### src/rtl/uart8.sv
// uart8 - 8-N-1 UART, independent receiver and transmitter on one clock.
//
// The receiver oversamples the line with a free-running 16x baud tick and
// samples each bit at its middle. The transmitter holds each bit for one
// full baud period counted in system clocks.
//
// Parameters:
//   CLOCK_RATE  system clock frequency in Hz
//   BAUD_RATE   serial bit rate
//
// Ports:
//   clk      system clock, rising edge
//   reset    asynchronous active-high reset
//   rxEn     receiver enable; low holds the receiver idle
//   rxIn     serial input line (idle high)
//   rxBusy   high while a frame is being received
//   rxDone   one-cycle pulse, valid byte on rxOut
//   rxErr    one-cycle pulse, framing error (stop bit low)
//   rxOut    last valid received byte
//   txEn     transmitter enable; low holds the transmitter idle
//   txStart  send request, accepted only when idle
//   txIn     byte to send, latched on acceptance
//   txBusy   high while a frame is being sent
//   txDone   one-cycle pulse at the end of the stop bit
//   txOut    serial output line (idle high), registered
module uart8 #(
  parameter int CLOCK_RATE = 100000000,
  parameter int BAUD_RATE  = 9600
) (
  input  logic       clk,
  input  logic       reset,
  input  logic       rxEn,
  input  logic       rxIn,
  output logic       rxBusy,
  output logic       rxDone,
  output logic       rxErr,
  output logic [7:0] rxOut,
  input  logic       txEn,
  input  logic       txStart,
  input  logic [7:0] txIn,
  output logic       txBusy,
  output logic       txDone,
  output logic       txOut
);

  localparam int RX_DIV = CLOCK_RATE / (BAUD_RATE * 16);
  localparam int TX_DIV = CLOCK_RATE / BAUD_RATE;
  localparam int RX_W   = (RX_DIV > 1) ? $clog2(RX_DIV) : 1;
  localparam int TX_W   = (TX_DIV > 1) ? $clog2(TX_DIV) : 1;
  localparam logic [RX_W-1:0] RX_LAST = RX_W'(RX_DIV - 1);
  localparam logic [TX_W-1:0] TX_LAST = TX_W'(TX_DIV - 1);

  typedef enum logic [2:0] {
    RX_IDLE, RX_START, RX_DATA, RX_STOP, RX_WAIT_HIGH
  } rx_state_t;

  typedef enum logic [1:0] {
    TX_IDLE, TX_START, TX_DATA, TX_STOP
  } tx_state_t;

  // ---------------- receiver ----------------
  logic [RX_W-1:0] rx_div_cnt;
  logic            rx_tick;
  logic            rx_s1, rx_s2;
  rx_state_t       rx_state, rx_state_n;
  logic [3:0]      rx_tick_cnt, rx_tick_n;
  logic [2:0]      rx_bit_cnt, rx_bit_n;
  logic [7:0]      rx_sh, rx_sh_n, rx_out_n;
  logic            rx_done_n, rx_err_n;

  // Free-running 16x tick; not aligned to the start edge, so the bit-middle
  // sample lands within one tick of the true centre.
  always_ff @(posedge clk or posedge reset) begin
    if (reset)                    rx_div_cnt <= '0;
    else if (rx_div_cnt == RX_LAST) rx_div_cnt <= '0;
    else                          rx_div_cnt <= rx_div_cnt + RX_W'(1);
  end

  assign rx_tick = (rx_div_cnt == RX_LAST);

  always_ff @(posedge clk or posedge reset) begin
    if (reset) begin
      rx_s1       <= 1'b1;
      rx_s2       <= 1'b1;
      rx_state    <= RX_IDLE;
      rx_tick_cnt <= '0;
      rx_bit_cnt  <= '0;
      rx_sh       <= '0;
      rxOut       <= '0;
      rxDone      <= 1'b0;
      rxErr       <= 1'b0;
    end else begin
      rx_s1       <= rxIn;
      rx_s2       <= rx_s1;
      rx_state    <= rx_state_n;
      rx_tick_cnt <= rx_tick_n;
      rx_bit_cnt  <= rx_bit_n;
      rx_sh       <= rx_sh_n;
      rxOut       <= rx_out_n;
      rxDone      <= rx_done_n;
      rxErr       <= rx_err_n;
    end
  end

  always_comb begin
    rx_state_n = rx_state;
    rx_tick_n  = rx_tick_cnt;
    rx_bit_n   = rx_bit_cnt;
    rx_sh_n    = rx_sh;
    rx_out_n   = rxOut;
    rx_done_n  = 1'b0;
    rx_err_n   = 1'b0;
    if (!rxEn) begin
      rx_state_n = RX_IDLE;
    end else begin
      case (rx_state)
        RX_IDLE: begin
          if (!rx_s2) begin
            rx_state_n = RX_START;
            rx_tick_n  = '0;
          end
        end
        RX_START: begin
          if (rx_tick) begin
            if (rx_tick_cnt == 4'd7) begin
              // Line back high at the start-bit middle: false start.
              if (rx_s2) begin
                rx_state_n = RX_IDLE;
              end else begin
                rx_state_n = RX_DATA;
                rx_tick_n  = '0;
                rx_bit_n   = '0;
              end
            end else begin
              rx_tick_n = rx_tick_cnt + 4'd1;
            end
          end
        end
        RX_DATA: begin
          if (rx_tick) begin
            if (rx_tick_cnt == 4'd15) begin
              rx_tick_n = '0;
              rx_sh_n   = {rx_s2, rx_sh[7:1]};
              if (rx_bit_cnt == 3'd7) rx_state_n = RX_STOP;
              else                    rx_bit_n   = rx_bit_cnt + 3'd1;
            end else begin
              rx_tick_n = rx_tick_cnt + 4'd1;
            end
          end
        end
        RX_STOP: begin
          if (rx_tick) begin
            if (rx_tick_cnt == 4'd15) begin
              rx_tick_n = '0;
              if (rx_s2) begin
                rx_out_n   = rx_sh;
                rx_done_n  = 1'b1;
                rx_state_n = RX_IDLE;
              end else begin
                rx_err_n   = 1'b1;
                rx_state_n = RX_WAIT_HIGH;
              end
            end else begin
              rx_tick_n = rx_tick_cnt + 4'd1;
            end
          end
        end
        RX_WAIT_HIGH: begin
          // A held-low (break) line must not be taken as a new start bit.
          if (rx_s2) rx_state_n = RX_IDLE;
        end
        default: rx_state_n = RX_IDLE;
      endcase
    end
  end

  assign rxBusy = (rx_state == RX_START) || (rx_state == RX_DATA) ||
                  (rx_state == RX_STOP);

  // ---------------- transmitter ----------------
  tx_state_t       tx_state, tx_state_n;
  logic [TX_W-1:0] tx_cnt, tx_cnt_n;
  logic [2:0]      tx_bit_cnt, tx_bit_n;
  logic [7:0]      tx_sh, tx_sh_n;
  logic            tx_out_n, tx_done_n;

  always_ff @(posedge clk or posedge reset) begin
    if (reset) begin
      tx_state   <= TX_IDLE;
      tx_cnt     <= '0;
      tx_bit_cnt <= '0;
      tx_sh      <= '0;
      txOut      <= 1'b1;
      txDone     <= 1'b0;
    end else begin
      tx_state   <= tx_state_n;
      tx_cnt     <= tx_cnt_n;
      tx_bit_cnt <= tx_bit_n;
      tx_sh      <= tx_sh_n;
      txOut      <= tx_out_n;
      txDone     <= tx_done_n;
    end
  end

  // txOut is loaded with the level of the state being entered, so the line
  // changes on the same edge as the state and each level lasts TX_DIV clocks.
  always_comb begin
    tx_state_n = tx_state;
    tx_cnt_n   = tx_cnt;
    tx_bit_n   = tx_bit_cnt;
    tx_sh_n    = tx_sh;
    tx_out_n   = txOut;
    tx_done_n  = 1'b0;
    if (!txEn) begin
      tx_state_n = TX_IDLE;
      tx_out_n   = 1'b1;
    end else begin
      case (tx_state)
        TX_IDLE: begin
          tx_out_n = 1'b1;
          if (txStart) begin
            tx_state_n = TX_START;
            tx_sh_n    = txIn;
            tx_cnt_n   = '0;
            tx_out_n   = 1'b0;
          end
        end
        TX_START: begin
          if (tx_cnt == TX_LAST) begin
            tx_state_n = TX_DATA;
            tx_cnt_n   = '0;
            tx_bit_n   = '0;
            tx_out_n   = tx_sh[0];
          end else begin
            tx_cnt_n = tx_cnt + TX_W'(1);
          end
        end
        TX_DATA: begin
          if (tx_cnt == TX_LAST) begin
            tx_cnt_n = '0;
            if (tx_bit_cnt == 3'd7) begin
              tx_state_n = TX_STOP;
              tx_out_n   = 1'b1;
            end else begin
              tx_bit_n = tx_bit_cnt + 3'd1;
              tx_sh_n  = {1'b0, tx_sh[7:1]};
              tx_out_n = tx_sh[1];
            end
          end else begin
            tx_cnt_n = tx_cnt + TX_W'(1);
          end
        end
        TX_STOP: begin
          if (tx_cnt == TX_LAST) begin
            tx_state_n = TX_IDLE;
            tx_cnt_n   = '0;
            tx_done_n  = 1'b1;
            tx_out_n   = 1'b1;
          end else begin
            tx_cnt_n = tx_cnt + TX_W'(1);
          end
        end
        default: begin
          tx_state_n = TX_IDLE;
          tx_out_n   = 1'b1;
        end
      endcase
    end
  end

  assign txBusy = (tx_state != TX_IDLE);

endmodule

### config.mk
export PLATFORM = sky130hd
export DESIGN_NAME = uart8
export DESIGN_NICKNAME = d
export VERILOG_FILES = /design/src/rtl/uart8.sv
export SDC_FILE = /design/constraint.sdc
export NUM_CORES = 1
export LEC_CHECK = 0
export CAP_MARGIN = 20
export CELL_PAD_IN_SITES_DETAIL_PLACEMENT = 0
export CELL_PAD_IN_SITES_GLOBAL_PLACEMENT = 1
export CORE_ASPECT_RATIO = 1.4
export CORE_MARGIN = 3
export CORE_UTILIZATION = 46
export CTS_CLUSTER_SIZE = 20
export DETAILED_ROUTE_END_ITERATION = 6
export MAX_ROUTING_LAYER = met4
export PLACE_DENSITY = 0.82
export SYNTH_ARGS = -nofsm -noshare
export SYNTH_HDL_FRONTEND = slang
export SYNTH_SLANG_ARGS = --single-unit
### constraint.sdc
create_clock -name clk -period 2.58 [get_ports clk]
set_input_delay 0.516 -clock clk [delete_from_list [all_inputs] [get_ports clk]]
set_output_delay 0.516 -clock clk [all_outputs]
set_load 0.03 [all_outputs]
Word level (Yosys, flattened, before mapping). Index checks and enable logic that the tools add are counted.

Flip-flop bits (word level): 69. Output and inout port bits: 14.

Add/subtract/negate cells: 5. Eq/ne operators: 38. Multiplexer cells: 65. Reductions and logical operators: 21.

Operator list (number): $mux W3 (20); $ne A3 B3 Y1 const B (14); $mux W14 (2); $pmux W14 S2 (1); $mux W8 (3); $mux W4 (5); $ne A2 B2 Y1 const B (10); $reduce_and A5 Y1 (4); $mux W1 (19); $pmux W8 S2 (1); $pmux W3 S5 (1); $add A14 B1 Y14 const B (1); $eq A14 B14 Y1 const B (1); $mux W2 (7); $pmux W3 S2 (2); $pmux W4 S3 (1); $add A10 B1 Y10 const B (1); $eq A10 B10 Y1 const B (1); $mux W10 (1); $eq A3 B3 Y1 const B (3); $reduce_and A9 Y1 (1); $pmux W2 S4 (1); $reduce_and A4 Y1 (2); $reduce_and A8 Y1 (1); other kinds (19) (26).

Longest topological paths before layout.
Depth in word-level cells: 6. Mapped depth: 8. Mapped depth without buffers: 7.

Worst setup path before layout. No wires, ideal clock.

Kind: reg2reg. From: register rx_div_cnt[5]. To: register rx_sh[0]. Setup time: 0.125 ns. Arrival: 1.852 ns. Slack: 0.603 ns. Cell stages (with the launch flop): 6. Buffers on the path: 1. Cells stage by stage: dfrtp_1 -> nor4b_2 -> nand4_2 -> or4_1 -> buf_6 -> mux2_4.

Longest elaborated chain between the ends: 2.

RTL lines: start, declared (line 62) `logic [RX_W-1:0] rx_div_cnt;`; start signal, assigned (line 76) `else rx_div_cnt <= rx_div_cnt + RX_W'(1);`; $eq A10 B10 Y1 (line 79) `assign rx_tick = (rx_div_cnt == RX_LAST);`; $reduce_and A4 Y1 (no line); end signal, assigned (line 98) `rx_sh <= rx_sh_n;`; end, declared (line 68) `logic [7:0] rx_sh, rx_sh_n, rx_out_n;`.

Every way passes these cells. A chain may end at the register's enable or synchronous reset.

Final worst setup path.
From: register tx_state[0]. To: output txBusy.

Longest elaborated chain between the ends: 1.

RTL lines: start, declared (line 181) `tx_state_t tx_state, tx_state_n;`; start signal, assigned (line 196) `tx_state <= tx_state_n;`; $reduce_bool A2 Y1 (line 271) `assign txBusy = (tx_state != TX_IDLE);`; end, declared (line 41) `output logic txBusy,`.

Every way passes these cells.

==> metrics <==
FF-to-FF End rx_sh[5]$_DFFE_PP0P_; P_int 2.28 mW; critical path's slowest cell clkdlybuf4s50_1; CTS clock-pin slew for the worst setup and hold paths 0.08 ns; CP delay by family, top buffers and inverters; peak supply drop 445 µV; HP Start rx_s1$_DFF_PP1_; crit-path max cell delay between 0.6 and 0.7 ns; GRT overflow 0; wire per inst 14.6 µm; final setup fails 0; io pins 28; Hold EP rx_s2$_DFF_PP1_; Clock Latency Late Sink 0.34 ns; max-cap check violation count 0; Synth Area per Inst around 10 µm²; CP startpoint kind register; Clock Tree Buf Depth 2; register area share after synthesis between 40% and 50%; share of layout cells above drive strength 1 12.8%; Post-DRT Antenna Nets 0; CTS H-tree lvls 3; status finished clean; fraction of registers with async set/reset 100%; #FFs+latches synth 69; Comb pwr share 19.9%; Syn-to-layout area delta 20.4%; Starting Density between 40% and 50%; Post-synth EDFFs 0; fin util 57.2%; GR met3 Demand/Resource 4.51%; vias per cell 5.44; Routability Congestion 0.802; die area roughly 8800 µm²; TritonCTS clock tree done; area leader, netlist dfrtp_1; met2 Usage GRT between 30% and 40%; WHS Path Cells 0; root buf cell clkbuf_8; Req. time, crit path around 2.1 ns; GR peak layer met2; R2R depth 4; setup bufs post-CTS 0; met1 global-route usage roughly 23%; max-slew violation count 0; RR Startpoint rx_div_cnt[5]$_DFF_PP0_; Cell Area, Synth 3520 µm²; initial antenna violation count 0; Synthesized Nets 376; Worst Path Buf+Inv 3; Setup WS pre-CTS ~0.23 ns; Most used DFF post-synth dfrtp_1; Net Sw Frac 27.3%; Rel. slew slack ~63%; endpoint class of the critical path output pin; setup TNS 0 ns; vias in the first global route about 2700; post-CTS sizing 0; Cells after Synth 349; GRT Total Usage 18.8%; total core area 7410 µm²; part of the power in registers 40.1%; Post-CTS Hold Buffers 0; CP Cell Sequence inv_1 -> ha_1 -> inv_1 -> clkdlybuf4s50_1; Pleak 1.92 nW; Tcrit/Tclk final 94.4%; crit path DAT 1.92 ns; commonest non-fill, non-tap cell in the layout dfrtp_1; first-pass GRT wire length approximately 13 mm; Yosys warning total 0; post-route minimum period 2.43 ns; commonest non-fill, non-tap cells in the layout dfrtp_1 (66), nand2_1 (50), nor2_1 (35), clkdlybuf4s50_1 (27), o21ai_0 (21); Synth cell types 53; final net count approximately 410; endpoints failing hold 0; RSZ-0062 raised after global routing false; largest net degree at the start of global routing 70; routed vias 2654; Clk network pwr share 40.0%; skew final 0.00717 ns; cell mode on critical path inv_1; Die W approximately 80 µm; pwr dens 740 nW/µm²; CTS Sinks 69; Reg2Reg Setup Slack 0.31 ns; fmax a little over 400 MHz; total wire length 7.10 mm; CTS buffer count 9; die height 110 µm; num rows 37; main area contributors after synthesis dfrtp_1 (47%), nand2_1 (5.3%), ha_1 (4.6%), xnor2_1 (4.0%), nor2_1 (3.7%); # diodes 0; initial DRC count 135; P_sw 0.856 mW; Setup CP Type register to output pin; drt first pass iters 4; DRC 0; crit path max fanout 5; Fill cells 661; post-synth top area share between 40 and 50%; slack of the critical path 0.145 ns; final HPWL from detailed placement 4.95 mm; # port buffers 27; Tightest Pin Transition 0.556 ns; Worst Hold Class register to register
==> synth_stat cells (3+ instances only) <==
library cell	number
a21o_1	3
a21oi_1	8
a22o_1	4
and3_1	5
clkbuf_1	9
dfrtp_1	66
dfstp_2	3
ha_1	13
inv_1	13
mux2_4	8
mux2i_1	9
nand2_1	50
nand2b_1	7
nand3_1	11
nand4_1	7
nor2_1	35
nor3_1	7
nor4_1	7
o21ai_0	21
o31ai_1	4
xnor2_1	16
xor2_1	6
==> cell type report <==
type,count,area [µm²],area share (%)
inverter,13,48.8,1.15
clock buffer,10,128,3.01
multi-input combinational,255,1690,39.8
timing repair buffer,38,365,8.62
sequential,69,1730,40.8
tap,97,121,2.86
clock inverter,6,159,3.75
==> state kept, by name (all words and copies together) (netlist names), 2 cells and up <==
| name | count |
|---|---|
| tx_state | 2 |
| rx_bit_cnt | 3 |
| tx_bit_cnt | 3 |
| rxOut | 8 |
| rx_tick_cnt | 4 |
| rx_div_cnt | 10 |
| rx_state | 3 |
| tx_cnt | 14 |
| rx_sh | 8 |
| tx_sh | 8 |
==> per-stage QoR <==
stage                     power [mW]  instances  area, µm²  hold slack [ns]
final                           3.14        488       4240            0.358
after global routing            3.32        488       4240            0.366
after CTS                       3.17        488       4240            0.360
after detailed placement        1.91        472       3950            0.349
after global placement          1.89        472       3950            0.347
after floorplan                 1.70        349       3520            0.345
==> power groups by stage <==
| stage | combinational [mW] | clock [mW] | sequential [mW] |
|---|---|---|---|
| 2_1_floorplan | 0.429 | 0 | 1.27 |
| 3_3_place_gp | 0.613 | 0 | 1.27 |
| 3_5_place_dp | 0.630 | 0 | 1.28 |
| 4_1_cts | 0.634 | 1.28 | 1.26 |
| 5_1_grt | 0.710 | 1.34 | 1.27 |
| 6_report | 0.625 | 1.25 | 1.26 |
==> cell families (layout without fill, tap and decap cells) <==
kind of cell / Yosys count / after routing / synth area share (%)
AOI/OAI and AO/OA: 52 / 52 / 9.35
xor gates and xnor gates: 22 / 22 / 5.47
adders and majority gates: 13 / 13 / 4.62
buffers and inverters: 25 / 67 / 2.95
DFF: 69 / 69 / 49.1
muxes: 18 / 18 / 6.29
and+or+nand+nor: 150 / 150 / 22.2
==> routing by layer <==
| layer | part of all wire [%] | routed length (µm) | vias to the layer above |
|---|---|---|---|
| met5 | 0 | 0 | - |
| met2 | 53 | 3730 | 55 |
| met1 | 43 | 3050 | 1293 |
| li1 | - | - | 1298 |
| met4 | 1.3 | 89 | 0 |
| met3 | 3.3 | 235 | 8 |
==> worst max path at each step <==
stage / slack [ns] / cells after the start / to / start
after floorplan: 0.33 / 1 / rxDone$_DFF_PP0_ / reset
after global placement: 0.26 / 4 / rx_sh[4]$_DFFE_PP0P_ / rxEn
after detailed placement: 0.23 / 4 / rx_sh[3]$_DFFE_PP0P_ / rxEn
after CTS: 0.12 / 4 / txBusy / tx_state[0]$_DFFE_PP0P_
after global routing: 0.01 / 4 / txBusy / tx_state[0]$_DFFE_PP0P_
final: 0.15 / 4 / txBusy / tx_state[0]$_DFFE_PP0P_
Note: power is estimated with default switching activity, not from simulation.
